File: config.mk
export PLATFORM = sky130hd
export DESIGN_NAME = imem_loader
export DESIGN_NICKNAME = d
export VERILOG_FILES = /design/src/rtl/imem_loader_pkg.sv /design/src/rtl/imem_loader_word_packer.sv /design/src/rtl/imem_loader.sv
export SDC_FILE = /design/constraint.sdc
export NUM_CORES = 1
export LEC_CHECK = 0
export BUFFER_PORTS_ARGS = -buffer_cell sky130_fd_sc_hd__buf_2
export CAP_MARGIN = 25
export CELL_PAD_IN_SITES_DETAIL_PLACEMENT = 0
export CELL_PAD_IN_SITES_GLOBAL_PLACEMENT = 1
export CORE_MARGIN = 5
export CORE_UTILIZATION = 42
export CTS_BUF_LIST = sky130_fd_sc_hd__clkbuf_2
export CTS_CLUSTER_DIAMETER = 50
export CTS_CLUSTER_SIZE = 16
export DETAILED_ROUTE_END_ITERATION = 12
export PLACE_DENSITY = 0.88
export SLEW_MARGIN = 25
export SYNTH_ARGS = -nofsm -noshare
export SYNTH_HDL_FRONTEND = slang
export SYNTH_SLANG_ARGS = --single-unit
File: constraint.sdc
create_clock -name i_clock -period 2.1 [get_ports i_clock]
set_clock_uncertainty 0.15 [all_clocks]
set_input_delay 0.63 -clock i_clock [delete_from_list [all_inputs] [get_ports i_clock]]
set_output_delay 0.63 -clock i_clock [all_outputs]
set_load 0.01 [all_outputs]
File: src/rtl/imem_loader_pkg.sv
// -----------------------------------------------------------------------------
// imem_loader_pkg
// Shared definitions for the stack CPU instruction-memory loader:
//   - instruction memory geometry (depth / address width)
//   - stack CPU opcode values
//   - loader FSM state encoding
//   - small helper functions (header count validation, checksum fold)
// No ports (package).
// -----------------------------------------------------------------------------
package imem_loader_pkg;

    localparam int IMEM_DEPTH  = 128;
    localparam int IMEM_ADDR_W = 7;

    // Stack CPU opcodes
    localparam logic [5:0] OP_PUSH = 6'd1;
    localparam logic [5:0] OP_POP  = 6'd2;
    localparam logic [5:0] OP_ADD  = 6'd3;
    localparam logic [5:0] OP_SUB  = 6'd4;
    localparam logic [5:0] OP_DUP  = 6'd5;
    localparam logic [5:0] OP_SWAP = 6'd6;
    localparam logic [5:0] OP_OR   = 6'd7;
    localparam logic [5:0] OP_AND  = 6'd8;

    typedef enum logic [2:0] {
        HDR   = 3'd0,
        BYTES = 3'd1,
        WRITE = 3'd2,
        CHK   = 3'd3,
        DONE  = 3'd4,
        ERROR = 3'd5
    } loader_state_t;

    // A header count is usable only if it is non-zero and fits in memory.
    function automatic logic count_ok(input logic [7:0] n, input int unsigned depth);
        return (n != 8'd0) && (32'(n) <= depth);
    endfunction

    // Running XOR checksum over payload bytes.
    function automatic logic [7:0] chk_fold(input logic [7:0] acc, input logic [7:0] b);
        return acc ^ b;
    endfunction

endpackage

File: src/rtl/imem_loader_word_packer.sv
// -----------------------------------------------------------------------------
// imem_loader_word_packer
// Big-endian byte-to-word packer. The first three bytes of a word are held in
// a 24-bit shift register; the fourth byte is merged combinationally so the
// complete word is available in the same cycle the last byte is accepted.
// Ports:
//   i_clock       rising-edge clock
//   i_reset_n     asynchronous active-low reset
//   i_clear       synchronous clear of partial word and byte index
//   i_shift       shift i_byte in (one accepted stream byte)
//   i_byte        stream byte
//   o_word        {held bytes, i_byte} - complete word when o_word_ready
//   o_word_ready  next shifted byte completes a word (byte index == 3)
// -----------------------------------------------------------------------------
module imem_loader_word_packer (
    input  logic        i_clock,
    input  logic        i_reset_n,
    input  logic        i_clear,
    input  logic        i_shift,
    input  logic [7:0]  i_byte,
    output logic [31:0] o_word,
    output logic        o_word_ready
);

    logic [23:0] r_word;
    logic [1:0]  r_idx;

    assign o_word       = {r_word, i_byte};
    assign o_word_ready = (r_idx == 2'd3);

    // Byte shift register and byte index; the 2-bit index wraps to 0 after each word.
    always_ff @(posedge i_clock or negedge i_reset_n) begin
        if (!i_reset_n) begin
            r_word <= 24'd0;
            r_idx  <= 2'd0;
        end else if (i_clear) begin
            r_word <= 24'd0;
            r_idx  <= 2'd0;
        end else if (i_shift) begin
            r_word <= {r_word[15:0], i_byte};
            r_idx  <= r_idx + 2'd1;
        end
    end

endmodule

File: src/rtl/imem_loader.sv
// -----------------------------------------------------------------------------
// imem_loader
// Byte-stream program loader for the stack CPU. Accepts a length-prefixed byte
// stream (count byte N, then N*4 payload bytes, big-endian words), writes the
// words to instruction memory addresses 0..N-1 and holds the CPU in reset until
// the load completes.
// Optional feature macro: IMEM_LOADER_CHECKSUM_EN - after the last word one
// extra byte is accepted and compared against the XOR of all payload bytes;
// mismatch ends in ERROR.
// Ports:
//   i_clock       rising-edge clock
//   i_reset_n     asynchronous active-low reset
//   i_start       restart pulse, honoured only in DONE / ERROR
//   i_rx_data     stream byte
//   i_rx_valid    stream byte valid
//   o_rx_ready    loader accepts a byte (transfer = valid && ready)
//   o_mem_we      instruction memory write strobe (one cycle per word)
//   o_mem_addr    write address
//   o_mem_wdata   write data
//   o_cpu_reset   active-high CPU reset, released only in DONE
//   o_load_done   load completed
//   o_load_error  bad header (or checksum) - waiting for start
// -----------------------------------------------------------------------------
module imem_loader
    import imem_loader_pkg::*;
#(
    parameter int DEPTH  = IMEM_DEPTH,
    parameter int ADDR_W = IMEM_ADDR_W
) (
    input  logic              i_clock,
    input  logic              i_reset_n,
    input  logic              i_start,
    input  logic [7:0]        i_rx_data,
    input  logic              i_rx_valid,
    output logic              o_rx_ready,
    output logic              o_mem_we,
    output logic [ADDR_W-1:0] o_mem_addr,
    output logic [31:0]       o_mem_wdata,
    output logic              o_cpu_reset,
    output logic              o_load_done,
    output logic              o_load_error
);

    loader_state_t     r_state;
    logic [7:0]        r_count;
    logic              r_rx_ready;
    logic              r_mem_we;
    logic [ADDR_W-1:0] r_mem_addr;
    logic [31:0]       r_mem_wdata;
    logic              r_cpu_reset;
    logic              r_load_done;
    logic              r_load_error;

    logic              w_accept;
    logic              w_shift;
    logic              w_clear;
    logic [31:0]       w_word;
    logic              w_word_ready;
    logic [7:0]        w_next_cnt;
    logic              w_last;

    assign w_accept   = i_rx_valid && r_rx_ready;
    assign w_shift    = w_accept && (r_state == BYTES);
    assign w_clear    = (r_state == HDR);
    // The address register doubles as the word counter: words written so far
    // after this write is address + 1.
    assign w_next_cnt = 8'(r_mem_addr) + 8'd1;
    assign w_last     = (w_next_cnt == r_count);

    imem_loader_word_packer u_packer (
        .i_clock      (i_clock),
        .i_reset_n    (i_reset_n),
        .i_clear      (w_clear),
        .i_shift      (w_shift),
        .i_byte       (i_rx_data),
        .o_word       (w_word),
        .o_word_ready (w_word_ready)
    );

`ifdef IMEM_LOADER_CHECKSUM_EN
    logic [7:0] r_chk;

    // Running XOR of payload bytes; restarts whenever the loader waits for a header.
    always_ff @(posedge i_clock or negedge i_reset_n) begin
        if (!i_reset_n) begin
            r_chk <= 8'd0;
        end else if (r_state == HDR) begin
            r_chk <= 8'd0;
        end else if (w_shift) begin
            r_chk <= chk_fold(r_chk, i_rx_data);
        end
    end
`endif

    // Loader FSM with all outputs registered.
    always_ff @(posedge i_clock or negedge i_reset_n) begin
        if (!i_reset_n) begin
            r_state      <= HDR;
            r_count      <= 8'd0;
            r_rx_ready   <= 1'b1;
            r_mem_we     <= 1'b0;
            r_mem_addr   <= '0;
            r_mem_wdata  <= 32'd0;
            r_cpu_reset  <= 1'b1;
            r_load_done  <= 1'b0;
            r_load_error <= 1'b0;
        end else begin
            r_mem_we <= 1'b0;
            case (r_state)
                HDR: begin
                    if (w_accept) begin
                        if (count_ok(i_rx_data, DEPTH)) begin
                            r_count    <= i_rx_data;
                            r_mem_addr <= '0;
                            r_state    <= BYTES;
                        end else begin
                            r_rx_ready   <= 1'b0;
                            r_load_error <= 1'b1;
                            r_state      <= ERROR;
                        end
                    end
                end
                BYTES: begin
                    // Strobe and data are launched here so they are visible
                    // for exactly the one cycle spent in WRITE.
                    if (w_accept && w_word_ready) begin
                        r_mem_we    <= 1'b1;
                        r_mem_wdata <= w_word;
                        r_rx_ready  <= 1'b0;
                        r_state     <= WRITE;
                    end
                end
                WRITE: begin
                    if (w_last) begin
                        // Address stays on the final word so it can never wrap.
`ifdef IMEM_LOADER_CHECKSUM_EN
                        r_rx_ready  <= 1'b1;
                        r_state     <= CHK;
`else
                        r_cpu_reset <= 1'b0;
                        r_load_done <= 1'b1;
                        r_state     <= DONE;
`endif
                    end else begin
                        r_mem_addr <= r_mem_addr + ADDR_W'(1);
                        r_rx_ready <= 1'b1;
                        r_state    <= BYTES;
                    end
                end
                CHK: begin
`ifdef IMEM_LOADER_CHECKSUM_EN
                    if (w_accept) begin
                        r_rx_ready <= 1'b0;
                        if (i_rx_data == r_chk) begin
                            r_cpu_reset <= 1'b0;
                            r_load_done <= 1'b1;
                            r_state     <= DONE;
                        end else begin
                            r_load_error <= 1'b1;
                            r_state      <= ERROR;
                        end
                    end
`else
                    // Unreachable without the checksum stage; fail safe.
                    r_rx_ready   <= 1'b0;
                    r_load_error <= 1'b1;
                    r_state      <= ERROR;
`endif
                end
                DONE, ERROR: begin
                    if (i_start) begin
                        r_rx_ready   <= 1'b1;
                        r_mem_addr   <= '0;
                        r_cpu_reset  <= 1'b1;
                        r_load_done  <= 1'b0;
                        r_load_error <= 1'b0;
                        r_state      <= HDR;
                    end
                end
                default: begin
                    r_rx_ready   <= 1'b0;
                    r_cpu_reset  <= 1'b1;
                    r_load_done  <= 1'b0;
                    r_load_error <= 1'b1;
                    r_state      <= ERROR;
                end
            endcase
        end
    end

    assign o_rx_ready   = r_rx_ready;
    assign o_mem_we     = r_mem_we;
    assign o_mem_addr   = r_mem_addr;
    assign o_mem_wdata  = r_mem_wdata;
    assign o_cpu_reset  = r_cpu_reset;
    assign o_load_done  = r_load_done;
    assign o_load_error = r_load_error;

endmodule

; ---- Yosys cells after proc, flatten, opt, wreduce, memory -nomap -nowiden
; Index checks and enable logic that the tools add are counted.
[word_totals]
reg_bits = 81
out_inout_bits = 44
word_cells = 80
[op_classes]
add_sub_neg = 3
magnitude_cmp = 1
eq_ne = 14
muxes = 31
bitwise_logic = 2
reduce_logical = 18
[ops]
columns = cell, n
row1 = 24-bit 2-to-1 mux, 2
row2 = 7-bit 2-to-1 mux, 4
row3 = 7-bit case mux with 3 select lines, 1
row4 = 3-bit 2-to-1 mux, 5
row5 = 1-bit 2-to-1 mux, 12
row6 = "2-bit != test, second input constant", 6
row7 = 3-bit case mux with 4 select lines, 1
row8 = 5-bit AND reduction, 2
row9 = 1-bit case mux with 3 select lines, 3
row10 = 3-bit AND reduction, 3
row11 = "7-bit by 1-bit adder with 8-bit output, second input constant", 1
row12 = 8-bit == test, 1
row13 = "8-bit <= comparator, second input constant", 1
row14 = 8-bit nonzero test, 1
row15 = "7-bit by 1-bit adder with 7-bit output, second input constant", 1
row16 = "3-bit by 2-bit == test with 1-bit output, second input constant", 2
row17 = "3-bit == test, second input constant", 2
row18 = 1-bit logical AND, 4
row19 = 2-bit 2-to-1 mux, 2
row20 = 1-bit case mux with 4 select lines, 1
row21 = 4-bit AND reduction, 1
row22 = 2-bit OR reduction, 2
row23 = "3-bit by 1-bit == test with 1-bit output, second input constant", 1
row24 = 3-bit zero test, 1
row25 = 8 further kinds, 9

; ---- Logic depth before layout (Yosys ltp)
; Gate-level depths: netlist of run 1.
[logic_depth]
depth_word = 5
depth_mapped = 8
ltp_nobuf = 7

; ---- Modules after synthesis
; From an unflattened synthesis of run 1, not the netlist that was laid out.
[hier_totals]
hier_cells = 372
area_unflattened_um2 = 3704.8
[by_module_without_submodules]
columns = module, n_inst, cells_each, area_per_inst_um2, seq_area_each_um2
row1 = imem_loader, 1, 279, 2557.5, 1378.8
row2 = imem_loader_word_packer, 1, 93, 1147.4, 650.6

; ---- Least setup slack after synthesis of run 1
; No wires, ideal clock.
[synth_path]
path_kind = input to register
startpoint = in i_rx_data[2]
endpoint = reg r_count[0]
setup_time_ns = 0.125
t_arrival_ns = 2.112
path_slack_ns = -0.286
stages = 6
n_path_buf = 0
path_cell_list = or4_4 > nor4_4 > xor2_2 > nor2_2 > nand3_4 > mux2_2
[synth_between]
elab_chain_cells = 3
[synth_rtl]
columns = item, line
row1 = start: declaration, imem_loader.sv:33  ; input logic [7:0] i_rx_data,
row2 = 8-bit <= comparator or 8-bit nonzero test (tied branches), imem_loader_pkg.sv:36  ; return (n != 8'd0) && (32'(n) <= depth);
row3 = 1-bit logical AND (*), imem_loader_pkg.sv:36
row4 = 3-bit AND reduction (no source line) (*), -
row5 = end signal: assignment, imem_loader.sv:113  ; r_count <= i_rx_data;
row6 = end: declaration, imem_loader.sv:45  ; logic [7:0] r_count;
; Mark *: on every way between the ends. The rest lies on a longest branch, timed or not.
; A chain may end at the register's enable or synchronous reset.

; ---- Final worst setup path of run 1
[layout_path]
startpoint = reg r_mem_addr[1] (netlist: o_mem_addr[1])
endpoint = reg r_mem_addr[4] (netlist: o_mem_addr[4])
[layout_between]
elab_chain_cells = 4
[layout_rtl]
columns = item, line
row1 = start: declaration, imem_loader.sv:48  ; logic [ADDR_W-1:0] r_mem_addr;
row2 = start signal: assignment, imem_loader.sv:145  ; r_mem_addr <= r_mem_addr + ADDR_W'(1);
row3 = 7-bit by 1-bit adder with 8-bit output, imem_loader.sv:67  ; assign w_next_cnt = 8'(r_mem_addr) + 8'd1;
row4 = 8-bit == test, imem_loader.sv:68  ; assign w_last = (w_next_cnt == r_count);
row5 = 2-bit != test (no source line), -
row6 = 5-bit AND reduction (no source line), -
; Several ways; a longest one is shown, not always the timed one. The select of a mux whose other input is x is not followed.

==> results of run 1 <==
-- registers in the layout, summed over array words and instances (netlist names) --
name and count:
o_mem_addr 7, u_packer.r_idx 2, o_load_error 1, r_count 8, o_mem_wdata 32, o_rx_ready 1, r_state 3, o_load_done 1
o_mem_we 1, u_packer.r_word 24, o_cpu_reset 1
-- layout by cell type, fill, tap and decap left out, types with 2 or more instances in the layout --
cell type	instances
buf_6	8
mux2_2	40
nor3_1	7
buf_12	2
inv_1	7
clkbuf_2	10
nand4_1	2
nor2_2	2
dfrtp_1	78
buf_2	53
nand2_1	57
xor2_1	3
and3_1	5
nand3_1	7
a221o_1	4
o21ai_1	2
xnor2_1	7
buf_4	31
o21ai_0	28
nor2_1	4
a21oi_2	2
dfstp_2	2
clkinvlp_4	2
nor4b_2	2
-- what timing repair did --
action / in CTS / in global routing
pin swaps: 9 / 4
buffers inserted: 3 / 0
hold endpoints to repair: 21 / 0
gates resized for setup: 18 / 9
hold buffers: 1 / 0
setup endpoints to repair: 13 / 35
-- per-stage QoR --
stage	instance area, sq um	util	worst slack (ns)	TNS (ns)	cells
finish	4440	0.541	-0.0513	-0.208	507
global route	4440	0.541	-0.157	-1.32	507
CTS	4410	0.537	-0.0904	-0.458	507
detailed placement	4170	0.508	-0.622	-9.02	488
global placement	4170	0.508	-0.532	-8.01	488
floorplan	3530	-	-0.286	-4.12	308
-- final timing paths --
| kind | start | to | slack (ns) |
|---|---|---|---|
| min in group asynchronous | i_reset_n | u_packer.r_word[6] | 0.34 |
| setup reg to reg | o_mem_addr[1] | o_mem_addr[4] | -0.05 |
| hold reg to reg | u_packer.r_idx[0] | u_packer.r_idx[0] | 0.36 |
| setup / recovery | o_mem_addr[1] | o_mem_addr[4] | -0.05 |
| hold / removal | i_rx_data[6] | u_packer.r_word[6] | 0.27 |
| max in group asynchronous | i_reset_n | o_mem_addr[3] | 0.94 |
-- layer usage --
layer  vias up  part of all wire
li1       1247                 -
met1      1288              0.44
met2        58              0.50
met3        12             0.041
met4         0             0.020
met5         -                 0
-- synth_stat cells, drive strengths merged --
master	number
nor3	7
or3	1
o32a	1
nor4	1
a22o	1
buf	7
xor2	4
a221o	4
a31o	1
o21a	1
clkbuf	10
ha	2
o22a	1
nor4b	3
mux2	41
dfrtp	79
or4	1
o31ai	1
nor3b	3
a221oi	1
nor2	6
and2	1
a21boi	2
a211o	1
o21ai	30
xnor2	8
mux2i	1
nand4	2
inv	7
nor2b	1
nand2	59
nand3	8
a21oi	3
dfstp	2
a22oi	1
and3	6
-- cell type report --
| cell class | count | area share |
|---|---|---|
| clock buffer | 10 | 0.0113 |
| inverter | 7 | 0.00592 |
| timing repair buffer | 95 | 0.144 |
| clock inverter | 6 | 0.0166 |
| multi-input combinational | 203 | 0.336 |
| tap | 105 | 0.0296 |
| sequential | 81 | 0.457 |
-- worst register-to-register path: stages (launching register included) --
cell	delay, ns
dfrtp_1	0.45
ha_4	0.30
xnor2_2	0.10
nand3_1	0.11
nor4b_2	0.24
nand4_1	0.16
buf_6	0.17
buf_6	0.11
a221o_1	0.28
-- kinds of logic (layout without fill, tap and decap cells) --
logic type | Yosys count | count (layout) | share of synthesized area
compound gates | 48 | 48 | 0.0839
xor+xnor | 12 | 12 | 0.0319
buf+inv | 24 | 118 | 0.0276
flops | 81 | 81 | 0.574
simple gates | 99 | 99 | 0.142
mux | 42 | 42 | 0.133
fa+ha+maj | 2 | 2 | 0.00708
-- report_power, final --
part	switching, uW	total (uW)	internal (uW)
logic	53.9	85.8	31.8
clock network	575	868	293
registers	0	1560	1560
==> results.cfg, run 1 <==
[logic_synthesis]
syn_nets = 322
synth_largest_area_cell = dfrtp_1
synth_seq_cells = 81
synthesis.area_sq_um = 3530
synth-seq-area-share = 0.574
postSynthAreaPerCell_sq_um = 11.5
synth.distinct_cells = 43
netlist_instances = 308
synth_area_leaders = dfrtp_1, mux2_2, nand2_1, o21ai_0, xnor2_1
yosysWarnings = 0
synth_top_cell_area_share = 0.559

[setup_path]
cp.depth = 8
crit_buf_inv = 2
critPathLaunchType = flop
cp_top_family = simple AND/OR/NAND/NOR gates
crit_path_frequent_cell = buf_6
slowest_stage = dfrtp_1
crit_path_max_incr_delay_ns = 0.45
arrival_ns = 2.44
critPathKind = flop to flop
crit_fanout = 7
crit_required_ns = 2.38
worstRegToRegCells = 8
path_cells = ha_4 -> xnor2_2 -> nand3_1 -> nor4b_2 -> nand4_1 -> buf_6 -> buf_6 -> a221o_1
cp-end-kind = flop

[clock_tree]
clk_pin_slew_ns = 0.25
cts_max_path_buffers = 2
cts_buffers = 9
cts-root-buf = clkbuf_2
clkSinkCount = 81
cts_tree = done
h-tree-depth = 3
clkLatencyLatePin_ns = 0.54

[timing]
finalSetupViolations = 5
min_period_over_period = 1.02
setup_ws_ns = -0.0513
fmax_mhz = 465
maxSlewViolCount = 0
post-route-min-period_ns = 2.15
worst_slew_pin_slew_ns = 0.356
hold-worst-slack_ns = 0.273
rsz0062_at_grt = true
relSlewSlack = 0.763
finalHoldViolCount = 0

[die]
num_rows = 33
core-area_sq_um = 8220
fp.dieArea_sq_um = 10300
die_h_microns = 102
ios = 56
initial_core_util = 0.430
dieWidth_microns = 102

[drt]
vias = 2605
drt-pass1-iter-count = 4
route.detailed.drc = 0
viasPerCell = 5.14
wl_mm = 7.81
drt_iter0_markers = 137
ant_nets = 0
wl_per_cell_microns = 15.4

[layout]
nets = 411
drive_gt1_frac = 0.430
area.sequential_sq_um = 2030
multi_input_area_sq_um = 1490
syn_to_final_growth_pct = 25.7
final.fill_count = 714
antenna_cells = 0

[grt]
grt.met3_usage = 0.0303
grt_pass1_vias = 2615
grt_use_met1 = 0.212
grt_pass1_wl_mm = 12.9
grt_overflow = 0
grt_antenna_before_repair = 0
busiest_layer = met2
use_met2 = 0.258
grt_max_degree = 52
gr-usage-all-layers = 0.161

[power_and_ir_drop]
cellPowerDensity_nw_per_um2 = 567
power_uw = 2520
power_leakage_uw = 0.00228
ir_drop_v = 0.000359

[outcome]
violations = setup timing
status = finished with violations

[min_path]
hp-class = input pin to flop
min_path_cells = 4

[placement]
numPortBuffers = 55
place_congestion = 0.831
dp_hpwl_mm = 5.61

[flow_run]
max_cap_viol_count = 0
No activity file was read; power rests on OpenSTA's default activity.
==> inputs of run 2 (changes only) <==
==> constraint.sdc (replaced) <==
create_clock -name i_clock -period 1.8 [get_ports i_clock]
set_clock_uncertainty 0.15 [all_clocks]
set_input_delay 0.09 -clock i_clock [delete_from_list [all_inputs] [get_ports i_clock]]
set_output_delay 0.09 -clock i_clock [all_outputs]
set_load 0.01 [all_outputs]
==> results.cfg, run 2 (synthesis results as in run 1) <==
[setup_path]
reg2reg_from = o_mem_addr[0]
worstRegToRegCells = 8
crit_fanout = 9
critPathKind = flop to flop
arrival_ns = 2.50
crit_path_start = o_mem_addr[0]
cp-end-kind = flop
crit_required_ns = 2.08
critPathLaunchType = flop

[timing]
worst_slew_pin_slew_ns = 0.547
setup_ws_ns = -0.421
fmax_mhz = 450
post-route-min-period_ns = 2.22
finalHoldViolCount = 0
rsz0062_at_grt = true
relSlewSlack = 0.635
min_period_over_period = 1.23
finalSetupViolations = 15
maxSlewViolCount = 0

[clock_tree]
clkSinkCount = 81
clk_pin_slew_ns = 0.21
cts_buffers = 9
cts_max_path_buffers = 2
cts-root-buf = clkbuf_2
h-tree-depth = 3
cts_tree = done
clkLatencyLatePin_ns = 0.47

[grt]
grt_antenna_before_repair = 0
gr-usage-all-layers = 0.168
grt_overflow = 0
grt_pass1_wl_mm = 13.8
grt_pass1_vias = 2838
grt_max_degree = 36

[drt]
drt-pass1-iter-count = 4
viasPerCell = 5.11
wl_mm = 8.08
route.detailed.drc = 0
drt_iter0_markers = 140
wl_per_cell_microns = 15.4
vias = 2687
ant_nets = 0

[placement]
numPortBuffers = 55
place_congestion = 0.879
dp_hpwl_mm = 5.63
dp_worst_setup_slack_ns = -0.385

[layout]
multi_input_area_sq_um = 1560
final_cell_mix = dfrtp_1, nand2_1, buf_2
largest_reg_flops = 32
area.sequential_sq_um = 2030
syn_to_final_growth_pct = 32.4
final_common_cell = dfrtp_1
nets = 430
antenna_cells = 0
drive_gt1_frac = 0.449
final.fill_count = 687

[die]
fp.dieArea_sq_um = 10300
num_rows = 33
core-area_sq_um = 8220
die_h_microns = 102
initial_core_util = 0.430
ios = 56
dieWidth_microns = 102

[min_path]
min_from = i_rx_data[1]
hp-class = input pin to flop
min_path_cells = 4

[flow_run]
max_cap_viol_count = 0

[power_and_ir_drop]
power_leakage_uw = 0.00240
ir_drop_v = 0.000467
power_uw = 2720
cellPowerDensity_nw_per_um2 = 581

[outcome]
violations = setup timing
status = finished with violations
run 2: routing by layer:
layer  vias up  track usage  routed length (microns)
met5         -            0                        0
met4         0       0.0654                      114
met3        10       0.0282                      368
met2        77        0.262                     3940
met1      1314        0.235                     3650
li1       1286            -                        -
run 2: repair_timing:
action	in CTS	in global routing
endpoints found under the hold margin	109	0
setup buffers	1	4
setup endpoints to repair	35	43
cloned	0	1
gates resized for setup	14	11
hold buffers	12	0
pin swaps	1	6
run 2: layout make-up:
cell class | instances | share of cell area
flip-flops and latches | 81 | 0.434
well taps | 105 | 0.0281
multi-input cells | 203 | 0.334
repair buffers | 114 | 0.181
clock inverters | 3 | 0.00374
clock buffers | 13 | 0.0139
inverters | 7 | 0.00562
run 2: power by group:
group / switching, uW / internal (uW)
logic: 63.6 / 45.1
clock network: 582 / 203
registers: 0 / 1820
run 2: critical path, stage by stage, from the launching register on:
cell,delay [ns]
dfrtp_1,0.46
ha_4,0.30
xnor2_2,0.10
nand3_1,0.11
nor4b_2,0.25
nand4_1,0.15
buf_6,0.17
nor3b_2,0.16
mux2_4,0.31
run 2: final timing paths:
kind,to,slack [ns]
worst max-delay path,o_rx_ready,-0.42
max in group asynchronous,o_mem_wdata[5],0.45
worst min register to register,u_packer.r_idx[0],0.36
worst min-delay path,u_packer.r_word[1],0.29
worst max register to register,o_rx_ready,-0.42
min in group asynchronous,o_mem_wdata[23],0.46
run 2: per-stage QoR:
stage	TNS, ns	cell area [sq um]	hold WS [ns]	utilization	std cells
2_1_floorplan	-3.17	3660	-0.356	-	308
3_3_place_gp	-4.53	4320	-0.0893	0.526	493
3_5_place_dp	-6.04	4320	-0.0822	0.526	493
4_1_cts	-3.29	4580	0.237	0.558	522
5_1_grt	-5.73	4680	0.257	0.569	526
6_report	-3.57	4680	0.291	0.569	526
==> inputs of run 3 (changes only) <==
--- a/config.mk
+++ b/config.mk
@@ -10,13 +10,14 @@
 export CELL_PAD_IN_SITES_DETAIL_PLACEMENT = 0
 export CELL_PAD_IN_SITES_GLOBAL_PLACEMENT = 1
 export CORE_MARGIN = 5
-export CORE_UTILIZATION = 42
+export CORE_UTILIZATION = 41
 export CTS_BUF_LIST = sky130_fd_sc_hd__clkbuf_2
 export CTS_CLUSTER_DIAMETER = 50
 export CTS_CLUSTER_SIZE = 16
 export DETAILED_ROUTE_END_ITERATION = 12
 export PLACE_DENSITY = 0.88
-export SLEW_MARGIN = 25
+export SLEW_MARGIN = 20
 export SYNTH_ARGS = -nofsm -noshare
 export SYNTH_HDL_FRONTEND = slang
+export SYNTH_HIERARCHICAL = 1
 export SYNTH_SLANG_ARGS = --single-unit
==> results.cfg, run 3 <==
[outcome]
status = finished with violations
violations = setup timing

[setup_path]
crit_fanout = 5
path_cells = ha_4 -> xor2_1 -> nor2_1 -> and4_1 -> nand4_1 -> or4b_1 -> o211ai_1
rr_endpoint = o_mem_addr[5]
slowest_stage = dfrtp_2
critPathKind = flop to flop
crit_required_ns = 2.07
reg2reg_from = o_mem_addr[0]
crit_path_max_incr_delay_ns = 0.48
critPathLaunchType = flop
arrival_ns = 2.32
cp-end-kind = flop
worstRegToRegCells = 7
r2r_setup_slack_ns = -0.24

[timing]
rsz0062_at_grt = true
relSlewSlack = 0.772
maxSlewViolCount = 0
finalSetupViolations = 12
fmax_mhz = 489
fin_tns_setup_ns = -2.06
post-route-min-period_ns = 2.04
worst_slew_pin_slew_ns = 0.340
min_period_over_period = 1.14
finalHoldViolCount = 0
setup_ws_ns = -0.244

[power_and_ir_drop]
combPwrFrac = 0.323
p_clk_frac = 0.178
cellPowerDensity_nw_per_um2 = 1000
ir_drop_v = 0.000355
switching_share = 0.350
power.switching_uw = 1670
seqPwrFrac = 0.499
intPower_uw = 3100
power_leakage_uw = 0.00247

[die]
num_rows = 34
die_h_microns = 105
core-area_sq_um = 8760
ios = 56
fp.dieArea_sq_um = 11000
initial_core_util = 0.423
dieWidth_microns = 105

[layout]
final.fill_count = 780
syn_to_final_growth_pct = 28.1
final_common_cell = nand2_1
nets = 486
final_cell_mix = nand2_1, dfrtp_1, buf_2
utilization = 0.542
final_cells = 586
drive_gt1_frac = 0.329
largest_reg_flops = 32

[flow_run]
max_cap_viol_count = 0

[min_path]
hp-class = input pin to flop
hold_path_end = r_state[2]
min_path_cells = 8
min_from = i_rx_data[6]

[placement]
numPortBuffers = 55
place_congestion = 0.841
dp_hpwl_mm = 6.38
dp.cells = 554
dp_worst_setup_slack_ns = -0.248

[logic_synthesis]
synthesis.area_sq_um = 3700
ys_top_cells_by_count = nand2_1, dfrtp_1, nor2_1
synth_area_leaders = dfrtp_1, nand2_1, mux2i_1, nor2_1, mux2_4
synth_top_cell_area_share = 0.534
netlist_instances = 372
ys_async_sr_fraction = 1.00
synth-seq-area-share = 0.548
synth_largest_area_cell = dfrtp_1
synth.distinct_cells = 41
synth_edf_count = 0
yosysMostFrequentCell = nand2_1
yosysWarnings = 6
syn_nets = 386
postSynthAreaPerCell_sq_um = 9.96
synth-main-ff-cell = dfrtp_1
synth_seq_cells = 81

[drt]
route.detailed.drc = 0
ant_nets = 0
vias = 2895
drt_iter0_markers = 137
viasPerCell = 4.94
drt-pass1-iter-count = 6
wl_mm = 9.05
wl_per_cell_microns = 15.4

[clock_tree]
clkSinkCount = 81
cts_max_path_buffers = 2
clkLatencyLatePin_ns = 0.50
cts_tree = done
cts-root-buf = clkbuf_2
h-tree-depth = 3
cts_buffers = 9
clk_pin_slew_ns = 0.24

[grt]
grt_antenna_before_repair = 1
grt_max_degree = 32
grt_pass1_wl_mm = 15.2
gr-usage-all-layers = 0.171
grt_pass1_vias = 3006
grt_overflow = 0
## run 3: cell count changes after synthesis, sizes merged, moves of 5 or more
cell    delta
nor2      +32
o211ai     +5
mux2i     +24
mux2      -32
nand2     +54
o21ai     -24
buf        +9
## run 3: how the worst max path moves through the flow
stage	startpoint	depth (start not counted)	end	slack (ns)
2_1_floorplan	o_mem_addr[0]	7	o_mem_addr[5]	-0.18
3_3_place_gp	i_rx_data[2]	7	r_count[2]	-0.22
6_report	o_mem_addr[0]	7	o_mem_addr[5]	-0.24
4_1_cts	o_mem_addr[0]	7	o_mem_addr[5]	-0.24
5_1_grt	o_mem_addr[3]	7	o_mem_addr[5]	-0.38
3_5_place_dp	i_rx_data[2]	7	r_count[5]	-0.25
## run 3: power groups by stage
stage / Combinational (uW) / Clock [uW] / Sequential [uW]
after floorplan: 994 / 0 / 2360
after global placement: 1400 / 0 / 2390
after detailed placement: 1450 / 0 / 2400
final: 1540 / 847 / 2380
after CTS: 1510 / 884 / 2370
after global routing: 1680 / 963 / 2420
## run 3: cells by family after synthesis
kind of cell,share of synthesized area
flip-flops,0.548
XOR/XNOR,0.0307
adder cells (fa/ha/maj),0.00675
AND/OR/NAND/NOR,0.210
AO/OA/AOI/OAI,0.0449
buffers and inverters,0.0567
multiplexers,0.103
## run 3: critical path, delay by kind of cell, from the launching register on
| kind | cells | cell delay, ns |
|---|---|---|
| AND/OR/NAND/NOR | 4 | 0.83 |
| flip-flops | 1 | 0.48 |
| adder cells (fa/ha/maj) | 1 | 0.27 |
| XOR/XNOR | 1 | 0.14 |
| AO/OA/AOI/OAI | 1 | 0.09 |
## run 3: timing repair
action                     4_1_cts  5_1_grt
hold buffers                    12        1
gates cloned                     0        0
hold endpoints to repair       111        1
resized for setup                8        9
setup endpoints to repair       25       27
buffers inserted                 0        2
pin swaps                        3        3
## run 3: area by class of cell
type	count	area (sq um)	share of cell area
Sequential cell	81	2040	0.429
Multi-Input combinational cell	257	1570	0.331
Timing Repair Buffer	117	877	0.185
Tap cell	108	135	0.0285
Clock inverter	7	55.1	0.0116
Clock buffer	9	45.0	0.00949
Inverter	6	22.5	0.00475
Antenna cell	1	2.50	0.000527
## run 3: layer usage
metal	global-route usage	routed length [microns]	up-vias
li1	-	-	1409
met1	0.211	3840	1422
met2	0.291	4730	47
met3	0.0321	273	17
met4	0.0785	202	0
met5	0	0	-
## run 3: stage by stage
stage / hold WS, ns / instance area (sq um) / total power [uW]
floorplan: -0.356 / 3780 / 3350
global placement: -0.0970 / 4400 / 3800
detailed placement: -0.0963 / 4400 / 3850
CTS: 0.0134 / 4670 / 4770
global route: 0.207 / 4750 / 5060
finish: 0.240 / 4750 / 4760
